--- config.mk ---
export PLATFORM = sky130hd
export DESIGN_NAME = maxpool_seq
export DESIGN_NICKNAME = d
export VERILOG_FILES = /design/src/rtl/maxpool_pkg.sv /design/src/rtl/maxpool_seq.sv
export SDC_FILE = /design/constraint.sdc
export NUM_CORES = 1
export LEC_CHECK = 0
export CELL_PAD_IN_SITES_DETAIL_PLACEMENT = 1
export CELL_PAD_IN_SITES_GLOBAL_PLACEMENT = 2
export CORE_ASPECT_RATIO = 0.6
export CORE_MARGIN = 2
export CORE_UTILIZATION = 35
export DETAILED_ROUTE_END_ITERATION = 8
export PLACE_DENSITY_LB_ADDON = 0.1
export RECOVER_POWER = 50
export SYNTH_ARGS = -nofsm -noshare
export SYNTH_HDL_FRONTEND = slang
export SYNTH_SLANG_ARGS = --single-unit
export TNS_END_PERCENT = 30
--- constraint.sdc ---
create_clock -name clk -period 2.8 [get_ports clk]
set_input_delay 0.56 -clock clk [delete_from_list [all_inputs] [get_ports clk]]
set_output_delay 0.56 -clock clk [all_outputs]
set_load 0.005 [all_outputs]
--- src/rtl/maxpool_pkg.sv ---
// Shared types and constants for the max-pooling sequencer.
// Optional build macro: MAXPOOL_RELU_EN (fused ReLU on the window maximum).
package maxpool_pkg;

    localparam int DEF_DATA_W = 16;
    localparam int DEF_WIN_W  = 8;
    localparam int DEF_CH_W   = 16;

    localparam logic [15:0] FP16_ZERO     = 16'h0000;
    localparam int          FP16_SIGN_BIT = 15;

    typedef enum logic [2:0] {
        IDLE  = 3'd0,
        LOAD  = 3'd1,
        FETCH = 3'd2,
        ISSUE = 3'd3,
        WAIT  = 3'd4,
        OUT   = 3'd5,
        DONE  = 3'd6
    } state_e;

endpackage

--- src/rtl/maxpool_seq.sv ---
// Max-pooling sequencer: streams window elements, drives an external
// one-shot FP16 comparator to keep a running maximum, and emits one
// maximum per window for cfg_chan windows per job.
// Optional build macro: MAXPOOL_RELU_EN -- when defined, negative maxima
// are clamped to +0 on the output.
module maxpool_seq
    import maxpool_pkg::*;
#(
    parameter int DATA_W = DEF_DATA_W,
    parameter int WIN_W  = DEF_WIN_W,
    parameter int CH_W   = DEF_CH_W
) (
    input  logic              clk,
    input  logic              rst_n,
    input  logic              start,
    input  logic [WIN_W-1:0]  cfg_win,
    input  logic [CH_W-1:0]   cfg_chan,
    input  logic [DATA_W-1:0] in_data,
    input  logic              in_valid,
    output logic              in_ready,
    output logic [DATA_W-1:0] cmp_new,
    output logic [DATA_W-1:0] cmp_ori,
    output logic              cmp_req,
    input  logic              cmp_rdy,
    input  logic              cmp_result,
    output logic [DATA_W-1:0] out_data,
    output logic              out_valid,
    input  logic              out_ready,
    output logic              busy,
    output logic              done
);

`ifdef MAXPOOL_RELU_EN
    localparam bit RELU_EN = 1'b1;
`else
    localparam bit RELU_EN = 1'b0;
`endif

    // Output formatting of a window maximum (optional ReLU clamp).
    function automatic logic [DATA_W-1:0] out_fmt(input logic [DATA_W-1:0] v);
        out_fmt = (RELU_EN && v[FP16_SIGN_BIT]) ? DATA_W'(FP16_ZERO) : v;
    endfunction

    state_e              state_q, state_d;
    logic [WIN_W-1:0]    win_q, win_d;
    logic [CH_W-1:0]     chan_q, chan_d;
    logic [WIN_W-1:0]    elem_cnt_q, elem_cnt_d;
    logic [CH_W-1:0]     win_cnt_q, win_cnt_d;
    logic [DATA_W-1:0]   max_q, max_d;
    logic [DATA_W-1:0]   cand_q, cand_d;
    logic [DATA_W-1:0]   cmp_new_q, cmp_new_d;
    logic [DATA_W-1:0]   cmp_ori_q, cmp_ori_d;
    logic [DATA_W-1:0]   out_data_q, out_data_d;
    logic                in_ready_q, in_ready_d;
    logic                cmp_req_q, cmp_req_d;
    logic                out_valid_q, out_valid_d;
    logic                busy_q, busy_d;
    logic                done_q, done_d;
    logic                in_acc_s;

    // An element is taken only when the registered ready is being presented.
    assign in_acc_s = in_valid && in_ready_q;

    // Next-state, datapath and registered-output decode for the sequencer.
    always_comb begin
        state_d    = state_q;
        win_d      = win_q;
        chan_d     = chan_q;
        elem_cnt_d = elem_cnt_q;
        win_cnt_d  = win_cnt_q;
        max_d      = max_q;
        cand_d     = cand_q;
        cmp_new_d  = cmp_new_q;
        cmp_ori_d  = cmp_ori_q;

        case (state_q)
            IDLE: begin
                if (start) begin
                    // A zero window size behaves as a single-element window.
                    win_d      = (cfg_win == '0) ? WIN_W'(1'b1) : cfg_win;
                    chan_d     = cfg_chan;
                    win_cnt_d  = '0;
                    elem_cnt_d = '0;
                    state_d    = (cfg_chan == '0) ? DONE : LOAD;
                end else begin
                    state_d = IDLE;
                end
            end
            LOAD: begin
                if (in_acc_s) begin
                    max_d      = in_data;
                    elem_cnt_d = WIN_W'(1'b1);
                    // Single-element windows skip the comparator entirely.
                    state_d    = (win_q == WIN_W'(1'b1)) ? OUT : FETCH;
                end else begin
                    state_d = LOAD;
                end
            end
            FETCH: begin
                if (in_acc_s) begin
                    cand_d     = in_data;
                    cmp_new_d  = in_data;
                    cmp_ori_d  = max_q;
                    elem_cnt_d = elem_cnt_q + WIN_W'(1'b1);
                    state_d    = ISSUE;
                end else begin
                    state_d = FETCH;
                end
            end
            ISSUE: begin
                state_d = WAIT;
            end
            WAIT: begin
                if (cmp_rdy) begin
                    // Ties keep the earlier value, so only a strict win replaces it.
                    max_d   = cmp_result ? cand_q : max_q;
                    state_d = (elem_cnt_q == win_q) ? OUT : FETCH;
                end else begin
                    state_d = WAIT;
                end
            end
            OUT: begin
                if (out_ready && out_valid_q) begin
                    win_cnt_d = win_cnt_q + CH_W'(1'b1);
                    state_d   = (win_cnt_d == chan_q) ? DONE : LOAD;
                end else begin
                    state_d = OUT;
                end
            end
            DONE: begin
                state_d = IDLE;
            end
            default: begin
                state_d = IDLE;
            end
        endcase

        // Handshake/status outputs are registered copies of the next state.
        in_ready_d  = (state_d == LOAD) || (state_d == FETCH);
        cmp_req_d   = (state_d == ISSUE);
        out_valid_d = (state_d == OUT);
        busy_d      = (state_d != IDLE) && (state_d != DONE);
        done_d      = (state_d == DONE);

        // The result register captures the final maximum as OUT is entered.
        if ((state_d == OUT) && (state_q != OUT)) begin
            out_data_d = out_fmt(max_d);
        end else begin
            out_data_d = out_data_q;
        end
    end

    // State, counters, datapath and output registers; reset aborts any job.
    always_ff @(posedge clk or negedge rst_n) begin
        if (!rst_n) begin
            state_q     <= IDLE;
            win_q       <= '0;
            chan_q      <= '0;
            elem_cnt_q  <= '0;
            win_cnt_q   <= '0;
            max_q       <= '0;
            cand_q      <= '0;
            cmp_new_q   <= '0;
            cmp_ori_q   <= '0;
            out_data_q  <= DATA_W'(FP16_ZERO);
            in_ready_q  <= 1'b0;
            cmp_req_q   <= 1'b0;
            out_valid_q <= 1'b0;
            busy_q      <= 1'b0;
            done_q      <= 1'b0;
        end else begin
            state_q     <= state_d;
            win_q       <= win_d;
            chan_q      <= chan_d;
            elem_cnt_q  <= elem_cnt_d;
            win_cnt_q   <= win_cnt_d;
            max_q       <= max_d;
            cand_q      <= cand_d;
            cmp_new_q   <= cmp_new_d;
            cmp_ori_q   <= cmp_ori_d;
            out_data_q  <= out_data_d;
            in_ready_q  <= in_ready_d;
            cmp_req_q   <= cmp_req_d;
            out_valid_q <= out_valid_d;
            busy_q      <= busy_d;
            done_q      <= done_d;
        end
    end

    assign in_ready  = in_ready_q;
    assign cmp_new   = cmp_new_q;
    assign cmp_ori   = cmp_ori_q;
    assign cmp_req   = cmp_req_q;
    assign out_data  = out_data_q;
    assign out_valid = out_valid_q;
    assign busy      = busy_q;
    assign done      = done_q;

endmodule
==> metrics.txt <==
WP data required 3.09 ns; share of cells above drive strength 1 0.239; Worst Setup SP win_cnt_q[1]; Clk pwr share 0.279; RR Startpoint win_cnt_q[1]; Slowest cell on crit path dfrtp_1; Worst Skew roughly 0.011 ns; most used cell, CP and3_4; Die ar. ~0.018 mm^2; Die W between 150 and 200 um; Vias/cell around 5.3; final wirelength about 16000 um; Residual DRC 0; Syn Inst Count slightly below 500; average size of a mapped cell roughly 12 um^2; most frequent cell after synthesis dfrtp_1; min-delay worst type reg -> reg; crit path capture busy; Antenna Cells 0; Synth Net Count approximately 540; Seq/Total Area, Yosys 0.521; Pwr Total 7.89 mW; fin. max-slew vios 30; Num CTS Buffers 17; Finished Core Util 0.480; crit-path leading delay family simple AND/OR/NAND/NOR gates; initial DRC count 240; warnings from Yosys 0; Critical Path Stages 9; Die Y a little over 100 um; CP cell instances ha_1, and3_4, and3_4, xor3_4, nor4_2, buf_4, nand4_2, a22oi_2, o21ai_2; Hold Vio Cnt, Final 0; Final Net Count roughly 670; internal power between 5 and 6 mW; Setup violations, final 0; initial antenna violation count 0; Post-Synth Simple-Gate Area 0.123; Period minus WS final around 2.6 ns; vias in the first global route 4709; Clk pin slew, worst setup/hold paths ~0.050 ns; ys async rst share 1.00; First-pass DRT Iterations 4; CP Launch Type register; CTS tree yes; worst slack at placement -0.136 ns; Critical Path AT 2.89 ns; area share of xor/xnor cells in the synthesized design 0.0497; top achievable clock speed just under 400 MHz; core area approximately 0.016 mm^2; Sequential Power Share 0.369; setup slack after layout approximately 0.20 ns; Bufs and invs on worst path 1; R2R depth 9; outcome complete, but fails checks; Tightest Pin Transition between 1.5 and 2 ns; slowest stage delay, CP ~0.45 ns; Slew HR -0.152; pwr/cell area between 1000 and 1500 mW/mm^2; Psw 2.54 mW; logic gate share of total power 0.352; Cell variety after synth 63; hold_ws roughly 0.48 ns; failing checks capacitance limit, slew limit; Max-Cap Viols 1; synth top area cells dfrtp_1, mux2_2, o21ai_0; synthesized area 0.00577 mm^2; Total GRT Usage 0.197; clk root buf clkbuf_16; wire length per cell slightly below 20 um; complex-gate fraction of the synthesized area 0.127; largest net degree at the start of global routing 63; Synth Area in Adders 0.00434; initial core utilization 0.357; Critical Path Sink Type register; GRT Residual Overflow 0; P_leak 3.31 nW; num ports 100; Top FF cell, synth dfrtp_1; Layout area overhead 34.6%; WS Path Type reg -> reg; maximum net fanout on the critical path 5; Rows 36; Sw Ratio 0.322; Buffers on Ports 99; Clock Latency Late Sink 0.41 ns; period utilization 0.927; share of the synthesized area in the top cell type 0.521; Max Root-Sink Buffers 2; Synth area leader dfrtp_1; maximum VDD drop about 0.00044 V; first-pass GRT wire length ~26000 um; largest family of logic cells by synthesized area multiplexers; Post-synth top cells dfrtp_1, mux2_2, o21ai_0; HPWL after DPL 11700 um; routed via count ~4400; r2r setup slk 0.20 ns; Post-CTS Setup Bufs 0; htree depth 4; synthesized flop and latch total 120; R2R Path End busy; routability congestion estimate just under 0.8; post-synthesis mux area share 0.143; post-cts resize count 0; Detail Route Antenna Nets 0; CTS Hold Buffers Added 0; EDFF count, synth 0; Clock Sinks between 100 and 150
==> metrics by stage <==
| stage | instances | setup TNS, ns | instance area, um^2 |
|---|---|---|---|
| 2_1_floorplan | 492 | 0 | 5770 |
| 3_3_place_gp | 808 | -0.891 | 7180 |
| 3_5_place_dp | 808 | -1.79 | 7180 |
| 4_1_cts | 840 | 0 | 7780 |
| 5_1_grt | 840 | -0.00408 | 7760 |
| 6_report | 840 | 0 | 7760 |
==> state kept, by name (all words and copies together) (netlist names), 3 cells and up <==
| name | flops |
|---|---|
| cmp_ori | 16 |
| elem_cnt_q | 8 |
| chan_q | 16 |
| win_q | 8 |
| state_q | 3 |
| out_data | 16 |
| win_cnt_q | 16 |
| cmp_new | 16 |
| max_q | 16 |
==> worst min-delay path by stage <==
stage            startpoint            end  cells past startpoint
5_1_grt        out_data[11]   out_data[11]                      1
6_report       out_data[11]   out_data[11]                      1
3_5_place_dp   out_data[11]   out_data[11]                      1
2_1_floorplan         rst_n           busy                      0
3_3_place_gp   out_data[11]   out_data[11]                      1
4_1_cts               rst_n  elem_cnt_q[3]                      1
==> power groups by stage <==
stage               logic (mW)  registers [mW]  clock network (mW)
finish                    2.78            2.91                2.20
global route              3.07            3.01                2.33
floorplan                 1.52            2.82                   0
global placement          2.76            2.91                   0
CTS                       2.87            2.92                2.25
detailed placement        2.85            2.93                   0
==> cell type report <==
cell class	count	area, um^2
clock buffer	19	453
clock inverter	13	148
tap	209	262
inverter	20	75.1
sequential	120	3000
fill	1693	8410
multi-input combinational	330	2580
timing repair buffer	129	1240
==> per-layer routing <==
layer  GRT usage  vias up  routed length (um)
li1            -     2066                   -
met1       0.296     2268                8610
met2       0.279       92                6780
met3      0.0525       14                 651
met4      0.0539        0                 167
met5           0        -                   0
==> logic make-up (layout without fill, tap and decap cells) <==
kind of cell               count (synthesis)  after routing
AOI/OAI and AO/OA                        111            111
xor gates and xnor gates                  29             29
adders and majority gates                  2              2
buffers and inverters                     42            181
DFF                                      120            120
muxes                                     73             73
and+or+nand+nor                          115            115
==> layout by cell type, fill, tap and decap left out, types with 15 or more instances in the layout <==
cell / synthesis / final
o21ai_0: 42 / 42
a22oi_1: 16 / 16
clkdlybuf4s50_1: 0 / 80
mux2_2: 63 / 63
dlygate4sd3_1: 0 / 18
clkbuf_16: 0 / 17
xor2_1: 15 / 15
nand2_1: 25 / 25
a21oi_1: 19 / 19
dfrtp_1: 120 / 120
buf_4: 4 / 24
nor2_1: 15 / 15
inv_1: 20 / 20
No activity file was read; power rests on OpenSTA's default activity.
